===== src/rtl/rtc_bus_pkg.sv =====
// Shared types and constants for the RTC parallel-bus sequencer.
// Phase states, default timings, requester ids and RTC register addresses.
package rtc_bus_pkg;

  typedef enum logic [3:0] {
    ST_IDLE,
    ST_A_SETUP,
    ST_A_STROBE,
    ST_A_HOLD,
    ST_GAP,
    ST_D_SETUP,
    ST_D_STROBE,
    ST_D_HOLD,
    ST_DONE
  } state_e;

  localparam int DEF_SETUP_CYC  = 2;
  localparam int DEF_STROBE_CYC = 4;
  localparam int DEF_HOLD_CYC   = 2;
  localparam int DEF_GAP_CYC    = 2;

  localparam logic SCAN_PORT = 1'b0;
  localparam logic USER_PORT = 1'b1;

  localparam logic [7:0] REG_SECONDS = 8'h21;
  localparam logic [7:0] REG_MINUTES = 8'h22;
  localparam logic [7:0] REG_HOURS   = 8'h23;
  localparam logic [7:0] REG_COMMAND = 8'hF0;

  function automatic int max4(input int a, input int b, input int c, input int d);
    int m;
    m = a;
    if (b > m) m = b;
    if (c > m) m = c;
    if (d > m) m = d;
    return m;
  endfunction

  function automatic logic is_timed(input state_e s);
    return (s != ST_IDLE) && (s != ST_DONE);
  endfunction

endpackage


===== src/rtl/rtc_bus_sequencer_timer.sv =====
// Loadable down-counter that times each bus phase; expire pulses on the
// last cycle of the loaded duration (load value is duration minus one).
module rtc_phase_timer #(
  parameter int WIDTH = 2
) (
  input  logic             clk,
  input  logic             reset,
  input  logic             load,
  input  logic [WIDTH-1:0] load_val,
  output logic             expire
);

  logic [WIDTH-1:0] count_q;
  logic             active_q;

  assign expire = active_q && (count_q == '0);

  always_ff @(posedge clk) begin
    if (reset) begin
      count_q  <= '0;
      active_q <= 1'b0;
    end else if (load) begin
      count_q  <= load_val;
      active_q <= 1'b1;
    end else if (expire) begin
      active_q <= 1'b0;
    end else if (active_q) begin
      count_q  <= count_q - 1'b1;
    end
  end

endmodule


===== src/rtl/rtc_bus_sequencer.sv =====
// Arbitrates two requesters onto the RTC bus and sequences one address
// cycle plus one data cycle per transaction; all pins are registered.
module rtc_bus_sequencer
  import rtc_bus_pkg::*;
#(
  parameter int SETUP_CYC  = DEF_SETUP_CYC,
  parameter int STROBE_CYC = DEF_STROBE_CYC,
  parameter int HOLD_CYC   = DEF_HOLD_CYC,
  parameter int GAP_CYC    = DEF_GAP_CYC
) (
  input  logic       clk,
  input  logic       reset,
  input  logic [1:0] req_valid,
  input  logic [1:0] req_we,
  input  logic [7:0] req_addr0,
  input  logic [7:0] req_addr1,
  input  logic [7:0] req_wdata0,
  input  logic [7:0] req_wdata1,
  output logic [1:0] req_ack,
  output logic       done,
  output logic       done_id,
  output logic [7:0] rdata,
  output logic       cs_n,
  output logic       rd_n,
  output logic       wr_n,
  output logic       ad,
  output logic [7:0] bus_out,
  output logic       bus_oe,
  input  logic [7:0] bus_in
);

  localparam int MAX_CYC = max4(SETUP_CYC, STROBE_CYC, HOLD_CYC, GAP_CYC);
  localparam int TW      = (MAX_CYC > 1) ? $clog2(MAX_CYC) : 1;

  state_e        state_q, state_d;
  logic          ptr_q, id_q, we_q;
  logic [7:0]    addr_q, wdata_q;
  logic [1:0]    req_ack_q;
  logic          done_q, done_id_q;
  logic [7:0]    rdata_q, bus_out_q;
  logic          cs_n_q, rd_n_q, wr_n_q, ad_q, bus_oe_q;

  logic          expire, timer_load, ack_any, grant, gnt_id;
  logic          addr_ph_d, data_ph_d;
  logic [TW-1:0] load_val;

  assign ack_any = |req_ack_q;
  // A grant is taken in an idle cycle with no ack outstanding, or while
  // leaving DONE so a waiting request is acked in the following IDLE.
  assign grant  = (((state_q == ST_IDLE) && !ack_any) || (state_q == ST_DONE)) && (|req_valid);
  assign gnt_id = (req_valid == 2'b11) ? ptr_q : req_valid[1];

  always_comb begin
    state_d = state_q;
    unique case (state_q)
      ST_IDLE:     if (ack_any) state_d = ST_A_SETUP;
      ST_A_SETUP:  if (expire)  state_d = ST_A_STROBE;
      ST_A_STROBE: if (expire)  state_d = ST_A_HOLD;
      ST_A_HOLD:   if (expire)  state_d = ST_GAP;
      ST_GAP:      if (expire)  state_d = ST_D_SETUP;
      ST_D_SETUP:  if (expire)  state_d = ST_D_STROBE;
      ST_D_STROBE: if (expire)  state_d = ST_D_HOLD;
      ST_D_HOLD:   if (expire)  state_d = ST_DONE;
      ST_DONE:                  state_d = ST_IDLE;
      default:                  state_d = ST_IDLE;
    endcase
  end

  always_comb begin
    load_val = '0;
    case (state_d)
      ST_A_SETUP, ST_D_SETUP:   load_val = TW'(SETUP_CYC - 1);
      ST_A_STROBE, ST_D_STROBE: load_val = TW'(STROBE_CYC - 1);
      ST_A_HOLD, ST_D_HOLD:     load_val = TW'(HOLD_CYC - 1);
      ST_GAP:                   load_val = TW'(GAP_CYC - 1);
      default:                  load_val = '0;
    endcase
  end

  assign timer_load = (state_d != state_q) && is_timed(state_d);
  assign addr_ph_d  = (state_d == ST_A_SETUP) || (state_d == ST_A_STROBE) || (state_d == ST_A_HOLD);
  assign data_ph_d  = (state_d == ST_D_SETUP) || (state_d == ST_D_STROBE) || (state_d == ST_D_HOLD);

  rtc_phase_timer #(.WIDTH(TW)) u_timer (
    .clk      (clk),
    .reset    (reset),
    .load     (timer_load),
    .load_val (load_val),
    .expire   (expire)
  );

  always_ff @(posedge clk) begin
    if (reset) begin
      state_q   <= ST_IDLE;
      ptr_q     <= SCAN_PORT;
      id_q      <= SCAN_PORT;
      we_q      <= 1'b0;
      addr_q    <= '0;
      wdata_q   <= '0;
      req_ack_q <= '0;
      done_q    <= 1'b0;
      done_id_q <= 1'b0;
      rdata_q   <= '0;
      cs_n_q    <= 1'b1;
      rd_n_q    <= 1'b1;
      wr_n_q    <= 1'b1;
      ad_q      <= 1'b1;
      bus_oe_q  <= 1'b0;
      bus_out_q <= '0;
    end else begin
      state_q   <= state_d;
      req_ack_q <= '0;
      if (grant) begin
        req_ack_q <= gnt_id ? 2'b10 : 2'b01;
        id_q      <= gnt_id;
        we_q      <= req_we[gnt_id];
        addr_q    <= gnt_id ? req_addr1 : req_addr0;
        wdata_q   <= gnt_id ? req_wdata1 : req_wdata0;
        ptr_q     <= ~gnt_id;
      end
      // Pins follow the state being entered so they switch with it.
      cs_n_q    <= !(addr_ph_d || data_ph_d);
      ad_q      <= !addr_ph_d;
      bus_oe_q  <= addr_ph_d || (data_ph_d && we_q);
      bus_out_q <= addr_ph_d ? addr_q : ((data_ph_d && we_q) ? wdata_q : 8'h00);
      wr_n_q    <= !((state_d == ST_A_STROBE) || ((state_d == ST_D_STROBE) && we_q));
      rd_n_q    <= !((state_d == ST_D_STROBE) && !we_q);
      done_q    <= (state_d == ST_DONE);
      if (state_d == ST_DONE) done_id_q <= id_q;
      if ((state_q == ST_D_STROBE) && expire && !we_q) rdata_q <= bus_in;
    end
  end

  assign req_ack = req_ack_q;
  assign done    = done_q;
  assign done_id = done_id_q;
  assign rdata   = rdata_q;
  assign cs_n    = cs_n_q;
  assign rd_n    = rd_n_q;
  assign wr_n    = wr_n_q;
  assign ad      = ad_q;
  assign bus_oe  = bus_oe_q;
  assign bus_out = bus_out_q;

endmodule


===== config.mk =====
export PLATFORM = sky130hd
export DESIGN_NAME = rtc_bus_sequencer
export DESIGN_NICKNAME = d
export VERILOG_FILES = /design/src/rtl/rtc_bus_pkg.sv /design/src/rtl/rtc_bus_sequencer_timer.sv /design/src/rtl/rtc_bus_sequencer.sv
export SDC_FILE = /design/constraint.sdc
export NUM_CORES = 1
export LEC_CHECK = 0
export BUFFER_PORTS_ARGS = -buffer_cell sky130_fd_sc_hd__buf_2
export CAP_MARGIN = 20
export CORE_ASPECT_RATIO = 2
export CORE_MARGIN = 5
export CORE_UTILIZATION = 37
export DETAILED_ROUTE_END_ITERATION = 10
export MAX_ROUTING_LAYER = met4
export PLACE_DENSITY_LB_ADDON = 0.05
export SLEW_MARGIN = 10
export SYNTH_ARGS = -nofsm -noshare
export SYNTH_HDL_FRONTEND = slang
export SYNTH_HIERARCHICAL = 1
export SYNTH_SLANG_ARGS = --single-unit

===== constraint.sdc =====
create_clock -name clk -period 4 [get_ports clk]
set_clock_uncertainty 0.15 [all_clocks]
set_input_delay 0.6 -clock clk [delete_from_list [all_inputs] [get_ports clk]]
set_output_delay 0.6 -clock clk [all_outputs]
set_load 0.02 [all_outputs]

# Yosys cells after proc, flatten, opt, wreduce, memory -nomap -nowiden
# Cells that the tools add are included.
[word_totals]
in_bits = 46
word_cells = 100
output_inout_bits = 25
register_bits = 51
[classes]
eq_ne = 20
muxes = 23
magnitude_cmp = 1
reduce_logical = 35
bitwise_logic = 2
add_sub_neg = 1
[op_table]
columns = ["op", "n"]
rows = [
  ["equality test 4 x 3 -> 1 bit (second input constant)", 8],
  ["two-way mux 4 bit", 8],
  ["two-way mux 8 bit", 4],
  ["case mux 4 bit (8 select lines)", 1],
  ["equality test 4 x 2 -> 1 bit (second input constant)", 4],
  ["logical AND 1 bit", 10],
  ["equality test 4 x 1 -> 1 bit (second input constant)", 2],
  ["equality test 4 bit (second input constant)", 2],
  ["logical OR 1 bit", 8],
  ["two-way mux 2 bit", 4],
  ["OR reduction 2 bit", 4],
  ["zero test 1 bit", 6],
  ["two-way mux 1 bit", 5],
  ["OR reduction 5 bit", 1],
  ["zero test 4 bit", 1],
  ["!= test 4 bit", 1],
  ["!= test 4 bit (second input constant)", 1],
  ["case mux 2 bit (2 select lines)", 1],
  ["nonzero test 2 bit", 2],
  ["nonzero test 4 bit", 1],
  ["equality test 2 bit (second input constant)", 1],
  ["zero test 2 bit", 1],
  ["less-than comparator 1 x 2 -> 1 bit (second input constant)", 1],
  ["!= test 2 x 1 -> 1 bit (second input constant)", 1],
  ["3 further kinds", 4],
]

# Longest topological paths before layout
# Gate-level depths: netlist of run 1.
[depth]
ltp_word = 10
ltp_mapped = 9
mapped_depth_nobuf = 8

# Cells and area by module
# The synthesis of run 1 kept the hierarchy.
[by_module_without_submodules]
columns = ["mod", "area_each_um2", "cells_each", "n_inst", "seq_area_each_um2"]
rows = [
  ["rtc_bus_sequencer", 2110.8, 231, 1, 960.9],
  ["rtc_phase_timer", 157.7, 19, 1, 60.1],
]

# Worst setup path before layout of run 1
# No wires, ideal clock.
[synth_path]
kind = "register -> register"
startpoint = "reg u_timer.count_q[0]"
endpoint = "reg u_timer.count_q[1]"
n_path_buf = 1
required_ns = 3.728
arrival_ns = 2.271
path_slack_ns = 1.457
stages_incl_launch_ff = 9
setup_ns = 0.122
synth_period_minus_slack_ns = 2.543
cell_sequence = "dfxtp_1 > inv_1 > ha_1 > and2_2 > clkbuf_1 > o21ba_2 > a2111oi_0 > or3_1 > a31oi_1"
[synth_between]
elab_chain_cells = 9
word_cells_on_any_way = 32
classes_between = "1 x add/sub; 10 x eq/ne; 12 x mux; 9 x reduce/logical"
[synth_lines]
columns = ["item", "line_no", "text"]
rows = [
  ["start, declared", "rtc_bus_sequencer_timer.sv:13", "logic [WIDTH-1:0] count_q;"],
  ["start signal, assigned", "rtc_bus_sequencer_timer.sv:23", "count_q <= load_val;"],
  ["start signal, assigned", "rtc_bus_sequencer_timer.sv:28", "count_q <= count_q - 1'b1;"],
  ["zero test 2 bit *", "rtc_bus_sequencer_timer.sv:16", "assign expire = active_q && (count_q == '0);"],
  ["logical AND 1 bit *", "rtc_bus_sequencer_timer.sv:16", ""],
  ["named net expire", "rtc_bus_sequencer.sv:43", "logic expire, timer_load, ack_any, grant, gnt_id;"],
  ["two-way mux 4 bit, or another cell as far along", "rtc_bus_sequencer.sv:63", "ST_D_HOLD: if (expire) state_d = ST_DONE;"],
  ["case mux 4 bit (8 select lines) *", "rtc_bus_sequencer.sv:55", "unique case (state_q)"],
  ["!= test 4 bit / nonzero test 4 bit (equally long branches)", "rtc_bus_pkg.sv:40", "return (s != ST_IDLE) && (s != ST_DONE);"],
  ["logical AND 1 bit", "rtc_bus_pkg.sv:40", ""],
  ["logical AND 1 bit *", "rtc_bus_sequencer.sv:80", "assign timer_load = (state_d != state_q) && is_timed(state_d);"],
  ["named net timer_load", "rtc_bus_sequencer.sv:43", ""],
  ["!= test 2 x 1 -> 1 bit (no line) / nonzero test 2 bit (equally long branches)", "--", ""],
  ["AND reduction 2 bit (no line)", "--", ""],
]
# Mark *: on every way through the listed nets, which the timed path passes. The rest lies on a longest branch. The select of a mux whose other input is x is not followed.
# A chain may end at the register's enable or synchronous reset.

# Worst setup path after layout of run 1
# Ends and elaborated chain as after synthesis.

==> results by group, run 1 <==
Clocking
  • Worst-path clk slew: ~70 ps
  • Clock sinks: approximately 50
  • Clock Root Buffer: clkbuf_16
  • Worst-Skew Late Latency: about 290 ps
  • Longest Clk Path Bufs: 2
  • Cts hold-fix bufs: 0
  • Post_cts resized: 0
  • Number of H-tree levels: 2
  • Post-CTS Setup Inserts: 0
  • CTS tree: yes
  • CTS buffer count: 5

Power
  • Max VDD drop: approximately 0.00035 V
  • Switching fraction of total power: 0.287
  • Leakage: around 1.0 nW
  • Seq pwr share: 0.410
  • Clk pwr share: 0.360
  • Logic gate share of total power: 0.230
  • P_int: 0.00107 W
  • Switching power: roughly 0.00043 W
  • Power Density: 543 mW/mm²

STA
  • Worst-Margin Slew: 756 ps
  • Unrepaired setup endpoints after global routing: no
  • Setup TNS: 0 ps
  • Final Cycle Share: 0.596
  • Final hold viol count: 0
  • Pins Over Slew Limit: 0
  • Slew headroom: 0.493
  • Peak Freq: about 420 MHz
  • Period minus WS final: roughly 2400 ps
  • Final setup violating endpoints: 0

Hold path
  • Min-delay src: addr_q[5]
  • Hold WC Path Type: register to register

Die
  • Die height: between 100 and 150 µm
  • Initial Util: 0.378
  • Die W: 65.4 µm
  • Rows: 40
  • IO Pins: 71
  • Die area: a little under 0.008 mm²
  • Core box area: ~0.0060 mm²

Detailed routing
  • Routed WL: 5910 µm
  • Routed len/inst: around 16 µm
  • Initial drt markers: 69
  • Routed Antenna Nets: 0
  • Via count: just over 2k
  • Via density: roughly 5.6
  • DRC Markers: 0
  • DR pass1 iterations: 4

Global route
  • Antenna violations before repair: 0
  • Vias in the first global route: around 2.0k
  • Overall Global Routing Usage: 0.157
  • First-pass GRT wire length: between 9000 and 10000 µm
  • Largest net degree at the start of global routing: 34
  • Overflow left after global routing: 0

Finish
  • Post-route insts no fill: ~370
  • Area Growth Syn to Fin: 22.3%
  • N_diodes: 0
  • Fin nets: 349
  • Share of post-route cells with drive strength above 1: 0.300

Logic synthesis
  • Area leader, netlist: dfxtp_1
  • Async SR Flop Fraction: 0
  • #FFs+latches synth: just over 50
  • Netlist cell types: 43
  • Seq/Total Area, Yosys: 0.450
  • Gate Count Post-Synth: 250
  • Yosys warns: 6
  • Ys flop type: dfxtp_1
  • Most common cell in the netlist: dfxtp_1
  • Yosys top cell area share: 0.450
  • Top cells by count, synth: 51 x dfxtp_1, 29 x nand2_1, 18 x o32ai_1
  • Syn_nets: roughly 300
  • Synth Cell Area: 0.00227 mm²
  • EDFF count, synth: 0
  • Syn Area/Cell: 9.07 µm²
  • Synth area leaders: dfxtp_1 45%, o32ai_1 6.9%, a32oi_1 6.6%

Setup path
  • Worst reg2reg path startpoint: u_timer/count_q[0]
  • Worst Path Max Fanout: 12
  • Slowest CP cell: a2111oi_0
  • Worst setup SP type: register
  • Slowest Stage Delay on Critical Path: ~550 ps
  • Crit. End Element: register
  • Worst setup startpoint: u_timer/count_q[0]
  • WP data arrival: between 2000 and 2500 ps
  • Critical Path RT: roughly 4000 ps
  • WS Path Type: register to register
  • Cells along the critical path: inv_1, ha_1, and2_2, o21ba_2, a2111oi_0, buf_1, or3_1, a31oi_1

Placed design
  • Port Buffer Count: 70
  • Hpwl dp: between 4000 and 5000 µm
  • RePlAce Congestion: between 0.7 and 0.8
  • Placed cell count: approximately 360

Outcome
  • Status: completed

Flow run
  • Max cap viols: 0
==> path summary, 6_finish.rpt <==
kind         slack [ps]  depth (start not counted)            endpoint
max reg2reg        1620                          8  u_timer/count_q[1]
min reg2reg         320                          2           addr_q[5]
max                1620                          8  u_timer/count_q[1]
min                 320                          2           addr_q[5]
==> worst max-delay path, delay by kind of cell, from the launching register on <==
kind | cells | cell delay, ps
AOI/OAI and AO/OA | 3 | 820
adders and majority gates | 1 | 220
buffers and inverters | 2 | 340
DFF | 1 | 300
and+or+nand+nor | 2 | 430
==> layout make-up <==
type	instances	area [µm²]
tap	63	78.8
clock buffer	6	129
sequential	51	1020
clock inverter	2	60.1
multi-input combinational	168	1110
timing repair buffer	72	362
inverter	4	15.0
fill	622	3230
==> power by group through the flow <==
| stage | combinational (W) | clock [W] | sequential, W |
|---|---|---|---|
| floorplan | 0.000268 | 0 | 0.000628 |
| global placement | 0.000344 | 0 | 0.000629 |
| detailed placement | 0.000350 | 0 | 0.000631 |
| CTS | 0.000351 | 0.000560 | 0.000619 |
| global route | 0.000385 | 0.000580 | 0.000628 |
| finish | 0.000346 | 0.000542 | 0.000618 |
==> placed cells by master, fill, tap and decap left out, types with 2 or more instances in the layout <==
| cell type | n |
|---|---|
| a21oi_1 | 13 |
| bufinv_16 | 2 |
| buf_2 | 70 |
| a31oi_1 | 2 |
| nand3_1 | 9 |
| nor2_1 | 7 |
| nor3_1 | 3 |
| a32oi_1 | 17 |
| dfxtp_1 | 51 |
| a211oi_1 | 9 |
| inv_1 | 4 |
| nand2_1 | 29 |
| or3_1 | 4 |
| or2_2 | 2 |
| nand2b_1 | 5 |
| clkbuf_16 | 5 |
| nor3b_1 | 3 |
| nand4b_1 | 8 |
| o21ba_2 | 2 |
| o21ai_0 | 16 |
| o32ai_1 | 18 |
==> sequential cells by signal (all words and copies together) (netlist names), 2 cells and up <==
register and count:
wdata_q 8, addr_q 8, rdata 8, u_timer/count_q 2, req_ack 2, state_q 4, bus_out 8
==> through the flow <==
stage	utilization	hold WS, ps	total power [W]	worst slack [ps]	area [µm²]
global route	0.462	342	0.00159	1400	2770
floorplan	-	287	0.000896	1460	2270
finish	0.462	319	0.00151	1620	2770
CTS	0.462	323	0.00153	1630	2770
detailed placement	0.430	309	0.000981	1650	2580
global placement	0.430	307	0.000974	1310	2580
==> per-layer routing <==
layer | vias up | global-route usage | share of wire
met3 | 8 | 0.0325 | 0.056
met4 | 0 | 0.0753 | 0.020
met5 | - | - | 0
met1 | 929 | 0.163 | 0.39
met2 | 57 | 0.277 | 0.53
li1 | 1052 | - | -
==> cells by family (layout without fill, tap and decap cells) <==
kind of cell | Yosys count | count (layout) | synth area share
AND/OR/NAND/NOR | 82 | 82 | 0.208
XOR/XNOR | 2 | 2 | 0.00772
buffers and inverters | 31 | 84 | 0.0612
AO/OA/AOI/OAI | 83 | 83 | 0.267
flip-flops | 51 | 51 | 0.450
adder cells (fa/ha/maj) | 1 | 1 | 0.00551
(Power assumes the default switching activity.)
==> inputs of run 2 (changes only) <==
==> constraint.sdc (replaced) <==
create_clock -name clk -period 2.3 [get_ports clk]
set_clock_uncertainty 0.15 [all_clocks]
set_input_delay 0.345 -clock clk [delete_from_list [all_inputs] [get_ports clk]]
set_output_delay 0.345 -clock clk [all_outputs]
set_load 0.02 [all_outputs]
==> run 2 against run 1 <==
Clock-buffer cell count is 1 lower. Largest cell class unchanged. Maximum frequency is 13% higher. Worst setup slack worse by 1400 ps. Non-clock buffer count increased by 6. Routed wire length rose by 0.15%. Critical endpoint unchanged. First-iteration DRC count is 13% lower.
==> results by group, run 2 (same netlist as run 1, synthesis figures left out) <==
Outcome
  • Status: completed

STA
  • Period minus WS final: ~2100 ps
  • Unrepaired setup endpoints after global routing: no
  • Setup TNS: 0 ps
  • Worst-Margin Slew: 651 ps
  • Peak Freq: about 470 MHz
  • Slew headroom: 0.566
  • Final hold viol count: 0
  • Final setup violating endpoints: 0
  • Final Cycle Share: 0.920
  • Pins Over Slew Limit: 0
  • Post-route setup slack: approximately 180 ps

Setup path
  • Worst setup SP type: register
  • Critical Path RT: 2370 ps
  • WP data arrival: ~2200 ps
  • Crit. End Element: register
  • WS Path Type: register to register
  • Worst Path Max Fanout: 12

Global route
  • Overall Global Routing Usage: 0.160
  • Largest net degree at the start of global routing: 32
  • Antenna violations before repair: 0
  • Vias in the first global route: 2026
  • Overflow left after global routing: 0
  • First-pass GRT wire length: a little under 10000 µm

Power
  • Power Density: approximately 910 mW/mm²
  • Clk pwr share: 0.335
  • Max VDD drop: 0.000380 V
  • Seq pwr share: 0.420
  • Logic gate share of total power: 0.245
  • Switching fraction of total power: 0.304
  • P_int: 0.00178 W
  • Leakage: between 1 and 1.5 nW
  • Switching power: slightly below 0.0008 W

Detailed routing
  • Routed WL: between 5000 and 6000 µm
  • DR pass1 iterations: 4
  • Initial drt markers: 60
  • Routed Antenna Nets: 0
  • Via density: 5.63
  • Via count: approximately 2.1k
  • DRC Markers: 0
  • Routed len/inst: between 15 and 20 µm

Die
  • Rows: 40
  • Die area: around 0.0079 mm²
  • Die W: between 60 and 70 µm
  • Initial Util: 0.378
  • Die height: approximately 120 µm
  • Core box area: roughly 0.006 mm²
  • IO Pins: a little over 70

Clocking
  • Cts hold-fix bufs: 0
  • Clock sinks: 51
  • Post_cts resized: 0
  • Longest Clk Path Bufs: 2
  • Worst-Skew Late Latency: roughly 290 ps
  • CTS tree: yes
  • Worst-path clk slew: ~70 ps
  • Clock Root Buffer: clkbuf_16
  • Post-CTS Setup Inserts: 0
  • CTS buffer count: 5
  • Number of H-tree levels: 2

Finish
  • N_diodes: 0
  • Fin nets: approximately 360
  • Storage element area: 0.00102 mm²
  • Multi-input combinational cell area: between 0.001 and 0.0015 mm²
  • Most frequent cells in the layout: 70 x buf_2, 51 x dfxtp_1, 29 x nand2_1
  • Most common cell after layout, fill and taps aside: buf_2
  • Area Growth Syn to Fin: 23.9%
  • Fill count: slightly above 600
  • Share of post-route cells with drive strength above 1: 0.324

Placed design
  • Hpwl dp: ~4300 µm
  • RePlAce Congestion: roughly 0.73
  • DP Worst Slack: around 190 ps
  • Port Buffer Count: 70

Flow run
  • Max cap viols: 0

Hold path
  • Hold WC Path Type: primary input to register
==> run 2: cell count changes in the layout (fill, tap and decap cells not counted) <==
cell and delta:
a2111oi_0 -1, a2111oi_2 +1, buf_1 -1, buf_4 +7, bufinv_16 -1, clkbuf_1 -1
clkinvlp_4 +1, inv_6 +1
==> run 2: worst max-delay path, cell delays in order, from the launching register on <==
cell       delay [ps]
dfxtp_1           310
inv_1              60
ha_1              230
and2_2            280
o21ba_2           270
a2111oi_2          50
buf_4             180
or3_1             360
a31oi_1           160
==> run 2: metrics by stage <==
step,cells,util,area (µm²),hold WS [ps],power (W)
after global placement,364,0.440,2640,299,0.00173
final,372,0.468,2810,145,0.00256
after floorplan,250,-,2270,264,0.00157
after detailed placement,364,0.440,2640,301,0.00173
after CTS,372,0.468,2810,140,0.00261
after global routing,372,0.468,2810,149,0.00271
==> run 2: final timing paths <==
| path | slack [ps] | to | depth (start not counted) | startpoint |
|---|---|---|---|---|
| max | 180 | u_timer/count_q[1] | 8 | u_timer/count_q[0] |
| min | 150 | rdata[4] | 3 | bus_in[4] |
| max reg2reg | 180 | u_timer/count_q[1] | 8 | u_timer/count_q[0] |
| min reg2reg | 310 | addr_q[5] | 2 | addr_q[5] |
==> run 2: layer usage <==
metal,track usage,vias up,wire (µm)
met5,-,-,0
met1,0.167,971,2390
li1,-,1062,-
met4,0.0662,0,109
met2,0.288,56,3140
met3,0.0279,7,286
==> run 2: power groups by stage <==
stage | sequential [W] | combinational, W | clock (W)
2_1_floorplan | 0.00109 | 0.000476 | 0
3_3_place_gp | 0.00110 | 0.000633 | 0
3_5_place_dp | 0.00110 | 0.000637 | 0
4_1_cts | 0.00108 | 0.000640 | 0.000889
5_1_grt | 0.00109 | 0.000704 | 0.000915
6_report | 0.00108 | 0.000629 | 0.000859
==> run 2: cell type report <==
class / instances / share of cell area
multi-input combinational: 168 / 0.397
sequential: 51 / 0.363
timing repair buffer: 78 / 0.146
clock buffer: 5 / 0.0445
tap: 63 / 0.0280
clock inverter: 3 / 0.0165
inverter: 4 / 0.00534
==> inputs of run 3 (changes only) <==
--- a/config.mk
+++ b/config.mk
@@ -12,7 +12,7 @@
 export CORE_UTILIZATION = 37
 export DETAILED_ROUTE_END_ITERATION = 10
 export MAX_ROUTING_LAYER = met4
-export PLACE_DENSITY_LB_ADDON = 0.05
+export PLACE_DENSITY = 0.6
 export SLEW_MARGIN = 10
 export SYNTH_ARGS = -nofsm -noshare
 export SYNTH_HDL_FRONTEND = slang
==> run 3 against run 2 <==
First-iteration DRC count increased by 40%. Sequential power about the same. Power down 5.8%. Clock-buffer cell count grew 1. Clock power down 17%. Critical endpoint unchanged. Critical path type unchanged. Global-route usage fell by 0.32 points. Non-clock buffer count is 1 higher.
==> results by group, run 3 (same netlist as run 1, synthesis figures left out) <==
Outcome
  • Status: completed

Clocking
  • CTS buffer count: 5
  • CTS tree: yes
  • Post-CTS Setup Inserts: 0
  • Number of H-tree levels: 2
  • Clock sinks: just over 50
  • Post_cts resized: 0
  • Longest Clk Path Bufs: 2
  • Cts hold-fix bufs: 0
  • Clock Root Buffer: clkbuf_16
  • Worst-path clk slew: approximately 60 ps
  • Worst-Skew Late Latency: around 290 ps

STA
  • Unrepaired setup endpoints after global routing: no
  • Worst-Margin Slew: around 660 ps
  • Final Cycle Share: 0.923
  • Peak Freq: 471 MHz
  • Final hold viol count: 0
  • Period minus WS final: approximately 2100 ps
  • Slew headroom: 0.560
  • Setup TNS: 0 ps
  • Final setup violating endpoints: 0
  • Pins Over Slew Limit: 0

Finish
  • Area Growth Syn to Fin: 22.9%
  • Share of post-route cells with drive strength above 1: 0.323
  • Fin nets: around 360
  • Fill count: between 600 and 700
  • Finished Cell Area: ~0.0028 mm²
  • N_diodes: 0
  • Utilization after layout: 0.464
  • Most common cell after layout, fill and taps aside: buf_2
  • Most frequent cells in the layout: 70 x buf_2, 51 x dfxtp_1, 29 x nand2_1

Die
  • Die height: around 120 µm
  • IO Pins: approximately 70
  • Initial Util: 0.378
  • Die W: about 65 µm
  • Rows: 40
  • Die area: around 0.0079 mm²
  • Core box area: around 0.0060 mm²

Power
  • Power Density: 866 mW/mm²
  • Leakage: ~1.1 nW
  • Max VDD drop: 0.000411 V

Setup path
  • R2r setup slk: between 150 and 200 ps
  • Crit. End Element: register
  • WP data arrival: 2190 ps
  • Worst reg2reg path startpoint: u_timer/count_q[0]
  • Worst setup SP type: register
  • Reg2reg end: u_timer/count_q[1]
  • Critical Path RT: about 2400 ps
  • WS Path Type: register to register
  • Reg2reg path depth: 8
  • Worst Path Max Fanout: 12

Detailed routing
  • Routed WL: slightly below 6000 µm
  • Via count: around 2.1k
  • DR pass1 iterations: 4
  • Via density: roughly 5.7
  • Routed len/inst: around 15 µm
  • DRC Markers: 0
  • Initial drt markers: 84
  • Routed Antenna Nets: 0

Global route
  • Antenna violations before repair: 0
  • Overall Global Routing Usage: 0.157
  • First-pass GRT wire length: ~9400 µm
  • Largest net degree at the start of global routing: 32
  • Vias in the first global route: approximately 2.0k
  • Overflow left after global routing: 0

Hold path
  • Worst min-delay path endpoint: rdata[6]
  • Hold depth: 3
  • Min-delay src: bus_in[6]
  • Hold WC Path Type: primary input to register

Placed design
  • Placed cell areas: approximately 0.0026 mm²
  • Hpwl dp: between 4000 and 5000 µm
  • Port Buffer Count: 70
  • RePlAce Congestion: 0.724

Flow run
  • Max cap viols: 0
==> run 3: cell count changes in the layout (fill, tap and decap cells not counted) <==
| cell | change |
|---|---|
| clkbuf_1 | +1 |
| buf_4 | +1 |
| inv_6 | -1 |
| clkinv_2 | +1 |
| bufinv_16 | -1 |
==> run 3: worst max path at each step <==
stage / endpoint / slack [ps] / cells past startpoint / from
after floorplan: u_timer/count_q[1] / 130 / 8 / u_timer/count_q[0]
after global placement: u_timer/count_q[1] / 250 / 8 / u_timer/count_q[0]
after detailed placement: u_timer/count_q[1] / 190 / 8 / u_timer/count_q[0]
after CTS: u_timer/count_q[1] / 180 / 8 / u_timer/count_q[0]
after global routing: u_timer/count_q[1] / 100 / 8 / u_timer/count_q[0]
final: u_timer/count_q[1] / 180 / 8 / u_timer/count_q[0]
==> run 3: cell type report <==
type / instances / area (µm²) / area share
clock inverters: 2 / 12.5 / 0.00449
multi-input cells: 168 / 1110 / 0.400
flip-flops and latches: 51 / 1020 / 0.366
repair buffers: 79 / 418 / 0.150
well taps: 63 / 78.8 / 0.0283
clock buffers: 6 / 129 / 0.0462
inverters: 4 / 15.0 / 0.00538
==> run 3: metal layers <==
| metal | vias up | global-route usage | share of wire |
|---|---|---|---|
| met5 | - | - | 0 |
| met4 | 0 | 0.0727 | 0.027 |
| met3 | 11 | 0.0409 | 0.063 |
| met2 | 65 | 0.269 | 0.51 |
| met1 | 981 | 0.164 | 0.40 |
| li1 | 1060 | - | - |
==> run 3: critical path, cell delays in order, from the launching register on <==
cell and delay (ps):
dfxtp_1 310, inv_1 60, ha_1 230, and2_2 280, o21ba_2 270, a2111oi_2 50, buf_4 180, or3_1 360
a31oi_1 170
==> run 3: per-stage QoR <==
stage	setup WS, ps	power (W)	hold WS, ps	std cells
after detailed placement	192	0.00173	301	365
after global routing	102	0.00257	152	373
final	176	0.00242	155	373
after floorplan	134	0.00157	264	250
after CTS	180	0.00245	144	373
after global placement	248	0.00172	296	365
==> run 3: where the power goes <==
part	internal [W]	switching [W]	leakage, nW
Combinational	0.000270	0.000363	0.577
Clock	0.000401	0.000309	0.0669
Sequential	0.000997	0.0000754	0.416
Total	0.00167	0.000747	1.06
